$ cat src/rtl/dram_req_if.sv
// -----------------------------------------------------------------------------
// dram_req_if
// Bundles the request/response handshake and the DRAM command bus between a
// requester, dram_req_ctrl and the single-bank DRAM model.
//   slave  : controller side (accepts requests, drives DRAM commands)
//   master : requester / DRAM side (drives requests and DRAM read returns)
// Signals:
//   req_valid/req_ready/req_write/req_addr/req_wdata : request channel
//   resp_valid/resp_rdata                            : one-cycle read return
//   rd_err                                           : sticky missing-valid flag
//   dram_cmd/dram_row/dram_col/dram_wr_data          : DRAM command bus
//   dram_rd_data/dram_valid                          : DRAM read return
// -----------------------------------------------------------------------------
interface dram_req_if #(
   parameter int ROW_W  = 6,
   parameter int COL_W  = 5,
   parameter int DATA_W = 8
) ();
   logic                    req_valid;
   logic                    req_ready;
   logic                    req_write;
   logic [ROW_W+COL_W-1:0]  req_addr;
   logic [DATA_W-1:0]       req_wdata;
   logic                    resp_valid;
   logic [DATA_W-1:0]       resp_rdata;
   logic                    rd_err;
   logic [1:0]              dram_cmd;
   logic [ROW_W-1:0]        dram_row;
   logic [COL_W-1:0]        dram_col;
   logic [DATA_W-1:0]       dram_wr_data;
   logic [DATA_W-1:0]       dram_rd_data;
   logic                    dram_valid;

   modport slave (
      input  req_valid, req_write, req_addr, req_wdata, dram_rd_data, dram_valid,
      output req_ready, resp_valid, resp_rdata, rd_err,
             dram_cmd, dram_row, dram_col, dram_wr_data
   );

   modport master (
      output req_valid, req_write, req_addr, req_wdata, dram_rd_data, dram_valid,
      input  req_ready, resp_valid, resp_rdata, rd_err,
             dram_cmd, dram_row, dram_col, dram_wr_data
   );
endinterface

$ cat src/rtl/dram_req_ctrl.sv
// -----------------------------------------------------------------------------
// dram_req_ctrl
// Open-page request controller in front of a single-bank DRAM. One request is
// in flight at a time; the address splits into {row, col}. The controller
// issues PRE/ACT as needed, then READ or WRITE, and returns read data as a
// single-cycle resp_valid pulse. An open row is auto-precharged after
// IDLE_CLOSE idle cycles (0 disables this).
// Ports:
//   clk  : clock, rising edge
//   rst  : asynchronous active-high reset (assert together with the DRAM reset)
//   bus  : dram_req_if.slave -- request channel, response, rd_err, DRAM bus
// All bus outputs are registered. The DRAM has no NOP, so idle cycles drive a
// WRITE to a row that is not open, which the DRAM ignores.
// -----------------------------------------------------------------------------
module dram_req_ctrl #(
   parameter int ROW_W      = 6,
   parameter int COL_W      = 5,
   parameter int DATA_W     = 8,
   parameter int IDLE_CLOSE = 16
) (
   input  logic      clk,
   input  logic      rst,
   dram_req_if.slave bus
);

   localparam int CNT_W = (IDLE_CLOSE < 1) ? 1 : $clog2(IDLE_CLOSE + 1);

   localparam logic [1:0] CMD_ACT = 2'b00;
   localparam logic [1:0] CMD_RD  = 2'b01;
   localparam logic [1:0] CMD_WR  = 2'b10;
   localparam logic [1:0] CMD_PRE = 2'b11;

   // Each state name is the command on the DRAM bus while in that state.
   typedef enum logic [2:0] {
      S_IDLE     = 3'd0,
      S_PRE      = 3'd1,
      S_ACT      = 3'd2,
      S_ACCESS   = 3'd3,
      S_RD_WAIT  = 3'd4,
      S_RD_CAP   = 3'd5,
      S_AUTO_PRE = 3'd6
   } state_t;

   state_t              state_q;
   logic                row_open_q;
   logic [ROW_W-1:0]    open_row_q;
   logic [CNT_W-1:0]    cnt_q;
   logic                lat_write_q;
   logic [ROW_W-1:0]    lat_row_q;
   logic [COL_W-1:0]    lat_col_q;
   logic [DATA_W-1:0]   lat_wdata_q;
   logic                resp_valid_q;
   logic [DATA_W-1:0]   resp_rdata_q;
   logic                rd_err_q;
   logic [1:0]          dram_cmd_q;
   logic [ROW_W-1:0]    dram_row_q;
   logic [COL_W-1:0]    dram_col_q;
   logic [DATA_W-1:0]   dram_wr_data_q;

   logic                accept_s;
   logic [ROW_W-1:0]    req_row_s;
   logic [COL_W-1:0]    req_col_s;
   logic                row_hit_s;
   logic [CNT_W-1:0]    cnt_d;
   logic                cnt_expire_s;

   // Request decode and idle-counter next value.
   always_comb begin
      accept_s  = bus.req_valid && (state_q == S_IDLE);
      req_row_s = bus.req_addr[ROW_W+COL_W-1:COL_W];
      req_col_s = bus.req_addr[COL_W-1:0];
      row_hit_s = row_open_q && (req_row_s == open_row_q);
      cnt_d     = cnt_q + {{(CNT_W-1){1'b0}}, 1'b1};
      if (IDLE_CLOSE != 0) begin
         cnt_expire_s = (cnt_d == CNT_W'(IDLE_CLOSE));
      end else begin
         cnt_expire_s = 1'b0;
      end
   end

   // Controller FSM: state, open-row tracking, and all registered outputs.
   always_ff @(posedge clk or posedge rst) begin
      if (rst) begin
         state_q        <= S_IDLE;
         row_open_q     <= 1'b0;
         open_row_q     <= {ROW_W{1'b0}};
         cnt_q          <= {CNT_W{1'b0}};
         lat_write_q    <= 1'b0;
         lat_row_q      <= {ROW_W{1'b0}};
         lat_col_q      <= {COL_W{1'b0}};
         lat_wdata_q    <= {DATA_W{1'b0}};
         resp_valid_q   <= 1'b0;
         resp_rdata_q   <= {DATA_W{1'b0}};
         rd_err_q       <= 1'b0;
         dram_cmd_q     <= CMD_WR;
         dram_row_q     <= {{(ROW_W-1){1'b0}}, 1'b1};
         dram_col_q     <= {COL_W{1'b0}};
         dram_wr_data_q <= {DATA_W{1'b0}};
      end else begin
         // Idle no-op: WRITE to a row that is guaranteed not to be open.
         dram_cmd_q     <= CMD_WR;
         dram_row_q     <= open_row_q ^ {{(ROW_W-1){1'b0}}, 1'b1};
         dram_col_q     <= {COL_W{1'b0}};
         dram_wr_data_q <= {DATA_W{1'b0}};
         resp_valid_q   <= 1'b0;

         case (state_q)
            S_IDLE: begin
               if (accept_s) begin
                  lat_write_q <= bus.req_write;
                  lat_row_q   <= req_row_s;
                  lat_col_q   <= req_col_s;
                  lat_wdata_q <= bus.req_wdata;
                  cnt_q       <= {CNT_W{1'b0}};
                  if (row_hit_s) begin
                     // Page hit: column command goes out next cycle directly.
                     state_q        <= S_ACCESS;
                     dram_cmd_q     <= bus.req_write ? CMD_WR : CMD_RD;
                     dram_row_q     <= req_row_s;
                     dram_col_q     <= req_col_s;
                     dram_wr_data_q <= bus.req_wdata;
                  end else if (row_open_q) begin
                     state_q    <= S_PRE;
                     dram_cmd_q <= CMD_PRE;
                     dram_row_q <= open_row_q;
                     row_open_q <= 1'b0;
                  end else begin
                     state_q    <= S_ACT;
                     dram_cmd_q <= CMD_ACT;
                     dram_row_q <= req_row_s;
                     row_open_q <= 1'b1;
                     open_row_q <= req_row_s;
                  end
               end else if (row_open_q) begin
                  // An accept in the expiry cycle takes the branch above.
                  if (cnt_expire_s) begin
                     state_q    <= S_AUTO_PRE;
                     dram_cmd_q <= CMD_PRE;
                     dram_row_q <= open_row_q;
                     row_open_q <= 1'b0;
                     cnt_q      <= {CNT_W{1'b0}};
                  end else if (IDLE_CLOSE != 0) begin
                     cnt_q <= cnt_d;
                  end else begin
                     cnt_q <= {CNT_W{1'b0}};
                  end
               end else begin
                  cnt_q <= {CNT_W{1'b0}};
               end
            end

            S_PRE: begin
               state_q    <= S_ACT;
               dram_cmd_q <= CMD_ACT;
               dram_row_q <= lat_row_q;
               row_open_q <= 1'b1;
               open_row_q <= lat_row_q;
            end

            S_ACT: begin
               state_q        <= S_ACCESS;
               dram_cmd_q     <= lat_write_q ? CMD_WR : CMD_RD;
               dram_row_q     <= lat_row_q;
               dram_col_q     <= lat_col_q;
               dram_wr_data_q <= lat_wdata_q;
            end

            S_ACCESS: begin
               state_q <= lat_write_q ? S_IDLE : S_RD_WAIT;
            end

            S_RD_WAIT: begin
               // The DRAM strobes valid one cycle after READ.
               if (!bus.dram_valid) begin
                  rd_err_q <= 1'b1;
               end else begin
                  rd_err_q <= rd_err_q;
               end
               state_q <= S_RD_CAP;
            end

            S_RD_CAP: begin
               resp_valid_q <= 1'b1;
               resp_rdata_q <= bus.dram_rd_data;
               state_q      <= S_IDLE;
            end

            S_AUTO_PRE: begin
               state_q <= S_IDLE;
            end

            default: begin
               state_q    <= S_IDLE;
               row_open_q <= 1'b0;
            end
         endcase
      end
   end

   assign bus.req_ready    = (state_q == S_IDLE);
   assign bus.resp_valid   = resp_valid_q;
   assign bus.resp_rdata   = resp_rdata_q;
   assign bus.rd_err       = rd_err_q;
   assign bus.dram_cmd     = dram_cmd_q;
   assign bus.dram_row     = dram_row_q;
   assign bus.dram_col     = dram_col_q;
   assign bus.dram_wr_data = dram_wr_data_q;

endmodule

$ cat src/flat_wrapper.sv
// flat-port wrapper written by rule: the top's interface ports become plain ports
module dram_req_ctrl_flat 
#(
   parameter int ROW_W      = 6,
   parameter int COL_W      = 5,
   parameter int DATA_W     = 8,
   parameter int IDLE_CLOSE = 16
)
  (clk, rst, bus_req_valid, bus_req_write, bus_req_addr, bus_req_wdata, bus_dram_rd_data, bus_dram_valid, bus_req_ready, bus_resp_valid, bus_resp_rdata, bus_rd_err, bus_dram_cmd, bus_dram_row, bus_dram_col, bus_dram_wr_data);
  dram_req_if #(.ROW_W(ROW_W), .COL_W(COL_W), .DATA_W(DATA_W)) bus_i ();
  input  logic clk;
  input  logic rst;
  input wire logic [$bits(bus_i.req_valid)-1:0] bus_req_valid;
  input wire logic [$bits(bus_i.req_write)-1:0] bus_req_write;
  input wire logic [$bits(bus_i.req_addr)-1:0] bus_req_addr;
  input wire logic [$bits(bus_i.req_wdata)-1:0] bus_req_wdata;
  input wire logic [$bits(bus_i.dram_rd_data)-1:0] bus_dram_rd_data;
  input wire logic [$bits(bus_i.dram_valid)-1:0] bus_dram_valid;
  output wire logic [$bits(bus_i.req_ready)-1:0] bus_req_ready;
  output wire logic [$bits(bus_i.resp_valid)-1:0] bus_resp_valid;
  output wire logic [$bits(bus_i.resp_rdata)-1:0] bus_resp_rdata;
  output wire logic [$bits(bus_i.rd_err)-1:0] bus_rd_err;
  output wire logic [$bits(bus_i.dram_cmd)-1:0] bus_dram_cmd;
  output wire logic [$bits(bus_i.dram_row)-1:0] bus_dram_row;
  output wire logic [$bits(bus_i.dram_col)-1:0] bus_dram_col;
  output wire logic [$bits(bus_i.dram_wr_data)-1:0] bus_dram_wr_data;
  assign bus_i.req_valid = bus_req_valid;
  assign bus_i.req_write = bus_req_write;
  assign bus_i.req_addr = bus_req_addr;
  assign bus_i.req_wdata = bus_req_wdata;
  assign bus_i.dram_rd_data = bus_dram_rd_data;
  assign bus_i.dram_valid = bus_dram_valid;
  assign bus_req_ready = bus_i.req_ready;
  assign bus_resp_valid = bus_i.resp_valid;
  assign bus_resp_rdata = bus_i.resp_rdata;
  assign bus_rd_err = bus_i.rd_err;
  assign bus_dram_cmd = bus_i.dram_cmd;
  assign bus_dram_row = bus_i.dram_row;
  assign bus_dram_col = bus_i.dram_col;
  assign bus_dram_wr_data = bus_i.dram_wr_data;
  dram_req_ctrl #(.ROW_W(ROW_W), .COL_W(COL_W), .DATA_W(DATA_W), .IDLE_CLOSE(IDLE_CLOSE)) u_core (.clk(clk), .rst(rst), .bus(bus_i));
endmodule
$ cat config.mk
export PLATFORM = sky130hd
export DESIGN_NAME = dram_req_ctrl_flat
export DESIGN_NICKNAME = d
export VERILOG_FILES = /design/src/rtl/dram_req_if.sv /design/src/rtl/dram_req_ctrl.sv /design/src/flat_wrapper.sv
export SDC_FILE = /design/constraint.sdc
export NUM_CORES = 1
export LEC_CHECK = 0
export ABC_AREA = 0
export ABC_CLOCK_PERIOD_IN_PS = 2700
export CORE_MARGIN = 2
export CORE_UTILIZATION = 50
export CTS_BUF_LIST = sky130_fd_sc_hd__clkbuf_8
export CTS_CLUSTER_DIAMETER = 40
export CTS_CLUSTER_SIZE = 10
export DETAILED_ROUTE_END_ITERATION = 8
export PLACE_DENSITY = 0.81
export SETUP_SLACK_MARGIN = 0.5
export SYNTH_ARGS = -nofsm -noshare
export SYNTH_HDL_FRONTEND = slang
export SYNTH_SLANG_ARGS = --single-unit
$ cat constraint.sdc
create_clock -name clk -period 2.7 [get_ports clk]
set_input_delay 0.405 -clock clk [delete_from_list [all_inputs] [get_ports clk]]
set_output_delay 0.405 -clock clk [all_outputs]
set_load 0.01 [all_outputs]
==> run_results.csv, run 1 <==
group,metric,value,unit
run_status,status,"complete, no violations",
route,drt_wl_total,7.22,mm
critical_path,reg2reg_depth,7,
grt,track_usage,22.3,%
route,dr.first_iter.drc_count,249,
critical_path,worstSetupPathType,"primary input to register",
die,die_x,82.8,um
power,power_density,1140,mW/mm^2
placement,port_buffers,63,
yosys,syn-num-nets,360,
die,fp-row-count,28,
sta,timing.hold.ws,0.464,ns
sta,relSlewSlack,63.0,%
sta,worst_slew_pin_slew,0.556,ns
die,core-area,0.00596,mm^2
clock_tree,cts_made_buffers,9,
critical_path,cp.arrival,2.25,ns
placement,place.gp.congestion,0.931,
die,die_h,82.8,um
route,final_antenna_net_count,0,
grt,first_global_vias,2571,
flow_run,cap_violations,0,
yosys,yosysWarnings,0,
power,p_leak,1.85,nW
clock_tree,root_buffer,"clkbuf_8",
die,ioPinCount,64,
clock_tree,clk_latency,0.34,ns
sta,maxSlewViolCount,0,
yosys,synth_flop_cell,"dfrtp_1",
yosys,yosys.cell_types.count,49,
sta,fmax,509,MHz
grt,antenna_found_initial,0,
clock_tree,cts.clk_slew.worst_paths,0.07,ns
placement,dpl_cell_area,0.00383,mm^2
yosys,synth_seq_cells,66,
route,wl_per_cell,15.2,um
route,drc,0,
clock_tree,cts.sinks,66,
critical_path,r2r_slack,0.76,ns
route,via_count,2634,
critical_path,worstPathMaxFanout,37,
layout,area_growth,31.1,%
sta,finalHoldViolCount,0,
clock_tree,cts_tree,"done",
yosys,synth_area,0.00311,mm^2
min_path,hp-class,"primary input to asynchronous set/reset pin",
grt,overflow,0,
sta,rsz0062_at_grt,"false",
layout,final_nets,427,
sta,finalSetupTns,0,ns
power,ir_drop,0.592,mV
sta,fin_crit_sh,72.7,%
critical_path,r2r-start,"u_core.state_q[1]$_DFFE_PP0P_",
clock_tree,ctsHoldBuffers,0,
sta,period_minus_slack,1.96,ns
route,dr.pass1.iters,5,
yosys,syn_area_per_cell,9.50,um^2
yosys,ys_seq_area_share,53.2,%
die,initial_core_util,52.2,%
critical_path,reg2reg_to,"u_core.bus.dram_row[0]$_DFF_PP1_",
clock_tree,cts_buffer_depth,2,
die,dieArea,0.00686,mm^2
clock_tree,cts_htree_levels,3,
placement,hpwl,4.89,mm
yosys,synth_edf_count,0,
sta,setup_violations,0,
sta,clock-skew-final,0.00638,ns
grt,grt_first_pass_wirelength,12.2,mm
power,p_total,4.67,mW
yosys,synth_cells,327,
yosys,ys_async_sr_fraction,100,%
route,vias_per_cell,5.56,
critical_path,start_kind,"primary input",
layout,drive_gt1_share,11.5,%
grt,grt_max_degree,67,
critical_path,required,2.98,ns
layout,n_antenna_cell,0,
critical_path,end_kind,"register",
layout,stdcell_area,0.00408,mm^2
-- routing by layer --
metal | routed length, um | track usage (%) | vias up
met1 | 3170 | 30.6 | 1275
met2 | 3520 | 34.7 | 96
met4 | 161 | 11.3 | 0
met5 | 0 | 0 | -
li1 | - | - | 1249
met3 | 372 | 3.38 | 14
-- worst max-delay path by stage --
| stage | startpoint | endpoint | cells after the start |
|---|---|---|---|
| after floorplan | rst | u_core.bus.dram_cmd[0]$_DFF_PP0_ | 1 |
| after global placement | bus_req_valid | u_core.open_row_q[4]$_DFFE_PP0P_ | 5 |
| after detailed placement | bus_req_valid | u_core.bus.dram_row[0]$_DFF_PP1_ | 7 |
| after CTS | u_core.state_q[1]$_DFFE_PP0P_ | bus_req_ready | 3 |
| after global routing | bus_req_valid | u_core.bus.dram_row[0]$_DFF_PP1_ | 7 |
| final | bus_req_valid | u_core.bus.dram_row[0]$_DFF_PP1_ | 7 |
-- Yosys cell counts, types with 2 or more instances --
master      n  area (um^2)
dfstp_2     2         52.6
nand3b_1    2         15.0
xnor2_1     7         61.3
nor3_1      2         10.0
a211oi_1    3         22.5
o21ai_2     6         52.6
buf_6       3         33.8
or3_1       2         12.5
o21ai_0    16         80.1
dfrtp_1    64         1600
buf_2       4         20.0
a31o_2      2         17.5
a22o_1      2         17.5
and3_1      3         18.8
buf_1       2         7.51
a32o_1     14          140
a21oi_1     5         25.0
a221oi_1    2         17.5
nor2_1     11         41.3
nor2b_1     3         18.8
nand2_1   112          420
nand3_1     3         15.0
inv_1       7         26.3
a221o_1     2         20.0
nand2b_1    7         43.8
nand4_1     2         12.5
clkbuf_1   10         37.5
mux2i_1     8         80.1
-- flip-flops by register name, indices dropped and copies added (netlist names) --
| signal | cells |
|---|---|
| u_core.bus.dram_cmd | 2 |
| u_core.bus.dram_col | 5 |
| u_core.bus.dram_row | 6 |
| u_core.bus.dram_wr_data | 8 |
| u_core.bus.rd_err | 1 |
| u_core.bus.resp_rdata | 8 |
| u_core.bus.resp_valid | 1 |
| u_core.cnt_q | 5 |
| u_core.lat_col_q | 5 |
| u_core.lat_row_q | 6 |
| u_core.lat_wdata_q | 8 |
| u_core.lat_write_q | 1 |
| u_core.open_row_q | 6 |
| u_core.row_open_q | 1 |
| u_core.state_q | 3 |
-- worst max-delay path, stage by stage --
cell and delay (ns):
clkdlybuf4s50_1 0.61, nor2b_1 0.25, and2_1 0.20, buf_4 0.38, nor2_1 0.07, a31oi_1 0.17, a31o_1 0.15
-- what timing repair did --
action,CTS,global route
cloned,0,0
endpoints found under the setup margin,1,1
pin swaps,0,0
resized for setup,1,1
buffers inserted,1,0
hold endpoints to repair,0,0
-- final cells by class --
| cell class | count | area (um^2) |
|---|---|---|
| Clock buffer | 10 | 138 |
| Clock inverter | 6 | 88.8 |
| Fill cell | 467 | 1880 |
| Inverter | 9 | 33.8 |
| Multi-Input combinational cell | 233 | 1330 |
| Sequential cell | 66 | 1650 |
| Tap cell | 75 | 93.8 |
| Timing Repair Buffer | 75 | 736 |
-- kinds of logic (layout without fill, tap and decap cells) --
logic type      Yosys count  in the layout  share of synthesized area (%)
compound gates           63             63                           15.6
xor+xnor                  7              7                           1.97
fa+ha+maj                 2              2                          0.725
buf+inv                  28            100                           4.27
flops                    66             66                           53.2
mux                       8              8                           2.58
simple gates            153            153                           21.6
-- cells in the final DEF (no fill, tap or decap), types with 3 or more instances in the layout --
master	Yosys	routed
nand2_1	112	112
dfrtp_1	64	64
clkdlybuf4s50_1	0	62
o21ai_0	16	16
a32o_1	14	14
nor2_1	11	11
buf_4	0	11
clkbuf_8	0	10
mux2i_1	8	8
nand2b_1	7	7
xnor2_1	7	7
inv_1	7	6
o21ai_2	6	6
a21oi_1	5	5
nor2b_1	3	3
nand3_1	3	3
and3_1	3	3
a211oi_1	3	3
-- power breakdown --
group          internal (mW)  leakage, nW  switching [mW]  total [mW]
clock network          0.546        0.109           0.385       0.931
registers               1.41        0.837           0.271        1.68
logic                  0.980        0.904            1.07        2.05
total                   2.94         1.85            1.73        4.67
-- metrics by stage --
stage	setup WS [ns]	cells	util [%]
2_1_floorplan	0.644	327	-
3_3_place_gp	0.528	457	64.4
3_5_place_dp	0.443	457	64.4
4_1_cts	0.518	474	68.4
5_1_grt	0.658	474	68.4
6_report	0.736	474	68.4
No activity file was read; power rests on OpenSTA's default activity.
==> inputs of run 2 (changes only) <==
Settings changed: ABC_CLOCK_PERIOD_IN_PS 2700 to 1800, CORE_UTILIZATION 50 to 48, PLACE_DENSITY 0.81 to 0.82.
Clock period 2.7 ns to 1.8 ns, I/O delays scaled along.
==> run 2 against run 1 <==
Global-route usage up 2.9 points. Largest cell class unchanged. Hold slack worse by 0.23 ns. Register-to-register slack worse by 0.76 ns. Wire length up 50%. Clock skew up 0.0027 ns. Utilization up 12 points. Final cell count up 15%. Highest routed layer unchanged.
==> run_results.csv, run 2 (synthesis results as in run 1) <==
group,metric,value,unit
critical_path,r2r_slack,0.001,ns
critical_path,worstPathMaxFanout,5,
sta,period_minus_slack,1.80,ns
die,fp-row-count,29,
critical_path,crit_chain,"buf_6 > or4b_4 > nand2_1 > a41oi_1 > a31oi_1 > a31o_1",
clock_tree,cts_made_buffers,9,
placement,port_buffers,63,
clock_tree,root_buffer,"clkbuf_8",
route,dr.first_iter.drc_count,370,
grt,use_met2,40.5,%
layout,drive_gt1_share,36.4,%
clock_tree,cts.clk_slew.worst_paths,0.07,ns
flow_run,cap_violations,0,
critical_path,start_kind,"register",
critical_path,reg2reg_depth,6,
sta,maxSlewViolCount,0,
run_status,status,"complete, no violations",
layout,final_nets,495,
grt,antenna_found_initial,0,
grt,first_global_vias,2856,
clock_tree,cts_buffer_depth,2,
die,ioPinCount,64,
layout,final_cells,544,
clock_tree,cts.sinks,66,
power,power_density,1760,mW/mm^2
die,core-area,0.00631,mm^2
power,ir_drop,1.28,mV
grt,overflow,0,
route,drc,0,
placement,hpwl,5.28,mm
die,die_h,84.5,um
die,dieArea,0.00713,mm^2
grt,grt_max_degree,67,
critical_path,worstSetupPathType,"register to register",
clock_tree,ctsHoldBuffers,0,
placement,place.gp.congestion,0.864,
sta,setup_violations,0,
critical_path,critPathCapture,"u_core.bus.dram_row[0]$_DFF_PP1_",
die,die_x,84.5,um
layout,layout_commonest_cell,"nand2_1",
die,initial_core_util,49.2,%
route,final_antenna_net_count,0,
critical_path,cp_slowest_cell,"or4b_4",
grt,busiest_layer,"met2",
route,drt_wl_total,10.8,mm
clock_tree,clk_latency,0.36,ns
layout,area_growth,63.8,%
critical_path,r2r-start,"u_core.state_q[1]$_DFFE_PP0P_",
critical_path,max_stage_delay,0.58,ns
sta,relSlewSlack,68.0,%
sta,fmax,556,MHz
grt,grt_use_met3,4.33,%
grt,grt_first_pass_wirelength,14.0,mm
sta,fin_crit_sh,99.9,%
sta,rsz0062_at_grt,"true",
sta,timing.hold.ws,0.236,ns
route,wl_per_cell,19.9,um
critical_path,cp-startpoint,"u_core.state_q[1]$_DFFE_PP0P_",
sta,worst_slew_pin_slew,0.479,ns
grt,track_usage,25.2,%
critical_path,reg2reg_to,"u_core.bus.dram_row[0]$_DFF_PP1_",
sta,finalHoldViolCount,0,
route,vias_per_cell,5.79,
layout,n_antenna_cell,0,
sta,clock-skew-final,0.00910,ns
clock_tree,cts_tree,"done",
power,p_leak,2.41,nW
critical_path,cp.arrival,2.10,ns
layout,final_cell_mix,"nand2_1 (96), dfrtp_1 (61), buf_4 (50)",
clock_tree,cts_htree_levels,3,
route,via_count,3149,
placement,placedCellCount,484,
min_path,hp-class,"primary input to register",
route,dr.pass1.iters,5,
critical_path,required,2.10,ns
critical_path,end_kind,"register",
grt,grtUsageMet1,33.3,%
==> run 2: cell types whose count changed in the layout (fill, tap and decap cells not counted), moves of 9 or more <==
cell and change:
clkdlybuf4s50_1 -33, buf_4 +39, buf_6 +17, nand2_1 -16, nand2_2 +13, clkdlybuf4s15_1 +18
o21ai_0 -9, dlygate4sd2_1 +11
==> run 2: worst min-delay path by stage <==
stage	startpoint	to	cells after the start
finish	bus_req_addr[8]	u_core.lat_row_q[3]$_DFFE_PP0P_	3
global route	bus_req_addr[8]	u_core.lat_row_q[3]$_DFFE_PP0P_	3
CTS	rst	u_core.bus.dram_wr_data[2]$_DFF_PP0_	3
detailed placement	u_core.bus.rd_err$_DFFE_PP0P_	u_core.bus.rd_err$_DFFE_PP0P_	1
global placement	u_core.bus.rd_err$_DFFE_PP0P_	u_core.bus.rd_err$_DFFE_PP0P_	1
floorplan	bus_dram_rd_data[0]	u_core.bus.resp_rdata[0]$_DFFE_PP0P_	2
==> run 2: timing repair <==
item | in CTS | in global routing
setup buffers | 14 | 24
cloned | 2 | 4
pin swaps | 10 | 39
endpoints found under the setup margin | 96 | 69
resized for setup | 70 | 92
==> run 2: worst max-delay path: cells and delay by family, from the launching register on <==
kind,cells,cell delay (ns)
buf+inv,1,0.14
flops,1,0.40
compound gates,3,0.50
simple gates,2,0.69
==> run 2: power by group <==
part	internal [mW]	leakage, nW	switching [mW]
combinational	2.44	1.46	2.43
sequential	2.12	0.833	0.423
clock	0.919	0.117	0.623
==> run 2: cell type report <==
cell class,instances,area [um^2]
tap,77,96.3
multi-input combinational,233,1620
sequential,66,1660
clock inverter,7,118
timing repair inverter,1,5.00
inverter,9,46.3
clock buffer,9,124
timing repair buffer,142,1420
fill,351,1220
==> run 2: per-layer routing <==
layer | vias to the layer above | share of wire, %
met4 | 0 | 3.6
met2 | 170 | 50
met1 | 1544 | 40
li1 | 1399 | -
met3 | 36 | 7.1
met5 | - | 0
==> run 2: per-stage QoR <==
| step | power, mW | setup slack (ns) | setup TNS [ns] | util, % | cell area, um^2 |
|---|---|---|---|---|---|
| after global placement | 5.84 | -0.121 | -2.79 | 64.5 | 4070 |
| after detailed placement | 5.95 | -0.182 | -3.97 | 64.5 | 4070 |
| after CTS | 7.57 | 0.0227 | 0 | 71.3 | 4500 |
| final | 8.96 | 0.00144 | 0 | 80.7 | 5090 |
| after floorplan | 4.52 | 0.125 | 0 | - | 3180 |
| after global routing | 9.42 | -0.0418 | -0.121 | 80.7 | 5090 |
==> inputs of run 3 (changes only) <==
==> constraint.sdc (replaced) <==
create_clock -name clk -period 1.8 [get_ports clk]
set_input_delay 0.27 -clock clk [delete_from_list [all_inputs] [get_ports clk]]
set_output_delay 0.27 -clock clk [all_outputs]
set_load 0.05 [all_outputs]
==> run 3 against run 2 <==
Non-clock buffer count fell by 24. Wire length fell by 20%. Via count fell by 8.4%. Clock-buffer cell count did not move.
==> run_results.csv, run 3 (synthesis results as in run 1) <==
group,metric,value,unit
clock_tree,root_buffer,"clkbuf_8",
critical_path,start_kind,"register",
route,vias_per_cell,5.56,
clock_tree,cts_buffer_depth,2,
layout,num-fill-cells,460,
layout,layout_commonest_cell,"nand2_1",
grt,use_met2,41.2,%
route,dr.pass1.iters,5,
sta,setup_violations,0,
power,switching_power,3.90,mW
clock_tree,ctsHoldBuffers,0,
grt,antenna_found_initial,0,
grt,grt_first_pass_wirelength,14.1,mm
sta,maxSlewViolCount,0,
grt,track_usage,25.0,%
die,die_h,84.5,um
die,ioPinCount,64,
sta,fin_crit_sh,94.8,%
clock_tree,cts_tree,"done",
sta,period_minus_slack,1.71,ns
critical_path,cp_slowest_cell,"or3_4",
layout,area_growth,46.5,%
placement,hpwl,5.31,mm
power,p_leak,2.15,nW
grt,first_global_vias,2944,
layout,regArea,0.00166,mm^2
clock_tree,clk_latency,0.34,ns
power,seq_power_share,28.7,%
flow_run,cap_violations,0,
power,p_int,4.96,mW
sta,relSlewSlack,65.8,%
sta,fmax,586,MHz
sta,clock-skew-final,0.00861,ns
die,core-area,0.00631,mm^2
critical_path,critPathTopFamily,"simple AND/OR/NAND/NOR gates",
layout,stdcell_area,0.00455,mm^2
die,initial_core_util,49.2,%
grt,grt_max_degree,35,
die,dieArea,0.00713,mm^2
power,pwr-share-comb,54.3,%
grt,grtUsageMet1,31.9,%
route,wl_per_cell,16.7,um
power,p_clk_share,17.0,%
critical_path,required,1.53,ns
die,fp-row-count,29,
clock_tree,cts_made_buffers,9,
critical_path,worstPathMaxFanout,4,
clock_tree,cts_htree_levels,3,
power,power_density,1950,mW/mm^2
layout,final_cell_mix,"nand2_1 (107), dfrtp_1 (58), buf_4 (46)",
min_path,hp-class,"primary input to asynchronous set/reset pin",
route,dr.first_iter.drc_count,223,
sta,worst_slew_pin_slew,0.513,ns
grt,overflow,0,
power,ir_drop,1.21,mV
route,drc,0,
route,final_antenna_net_count,0,
route,via_count,2885,
grt,grt_use_met3,4.33,%
layout,n_antenna_cell,0,
layout,final_nets,470,
route,drt_wl_total,8.65,mm
critical_path,worstSetupPathType,"register to output pin",
placement,port_buffers,63,
layout,drive_gt1_share,35.5,%
critical_path,end_kind,"output pin",
critical_path,crit_chain,"or3_4 > inv_12 > buf_12",
clock_tree,cts.sinks,66,
layout,multi_input_area,0.00149,mm^2
grt,busiest_layer,"met2",
power,p_sw_share,44.0,%
critical_path,cp.arrival,1.44,ns
power,p_total,8.86,mW
clock_tree,cts.clk_slew.worst_paths,0.08,ns
die,die_x,84.5,um
sta,finalHoldViolCount,0,
placement,place_ws,-0.179,ns
run_status,status,"complete, no violations",
critical_path,max_stage_delay,0.46,ns
sta,rsz0062_at_grt,"true",
placement,place.gp.congestion,0.898,
placement,dpl_cell_area,0.00403,mm^2
critical_path,worst-path-buf-inv,2,
sta,layout_setup_ws,0.0933,ns
-- run 3: cell count changes in the layout (fill, tap and decap cells not counted), sizes merged --
cell and delta:
buf +9, dlymetal6s2s -2, clkinvlp -1, dlygate4sd2 -9, clkdlybuf4s15 -18, clkbuf -4
-- run 3: layout make-up --
type / count / share of cell area (%)
tap: 77 / 2.12
sequential: 66 / 36.5
timing repair buffer: 118 / 22.1
clock buffer: 9 / 2.72
multi-input combinational: 233 / 32.8
inverter: 9 / 1.15
clock inverter: 7 / 2.61
-- run 3: what timing repair did --
item	in CTS	in global routing
setup endpoints to repair	92	67
setup buffers	20	3
pin swaps	18	9
resized for setup	171	22
hold endpoints to repair	0	0
cloned	1	0
-- run 3: final timing paths --
check	from	endpoint	slack, ns	cells past startpoint
setup / recovery	u_core.state_q[1]$_DFFE_PP0P_	bus_req_ready	0.09	3
hold / removal	rst	u_core.cnt_q[4]$_DFFE_PP0P_	0.31	2
setup reg to reg	u_core.state_q[1]$_DFFE_PP0P_	u_core.open_row_q[5]$_DFFE_PP0P_	0.12	4
hold reg to reg	u_core.bus.rd_err$_DFFE_PP0P_	u_core.bus.rd_err$_DFFE_PP0P_	0.48	1
max in group asynchronous	rst	u_core.bus.dram_col[0]$_DFF_PP0_	0.94	3
min in group clk	bus_req_addr[8]	u_core.lat_row_q[3]$_DFFE_PP0P_	0.35	3
-- run 3: power groups by stage --
stage               clock, mW  sequential (mW)  combinational [mW]
detailed placement          0             2.51                4.22
floorplan                   0             3.42                2.01
CTS                      1.53             2.49                4.62
global route             1.60             2.61                5.15
global placement            0             2.50                4.13
finish                   1.51             2.54                4.81
-- run 3: metal layers --
layer  share of wire [%]  wire length (um)  up-vias
met5                   0                 0        -
met3                 5.7               495       28
li1                    -                 -     1342
met4                 3.5               299        0
met1                  40              3430     1405
met2                  51              4420      110
-- run 3: per-stage QoR --
stage	utilization [%]	TNS (ns)	hold slack [ns]	cells
2_1_floorplan	-	0	0.375	327
3_3_place_gp	63.8	-1.91	0.454	479
3_5_place_dp	63.8	-3.09	0.462	479
4_1_cts	70.7	0	0.316	516
5_1_grt	72.1	0	0.359	519
6_report	72.1	0	0.305	519
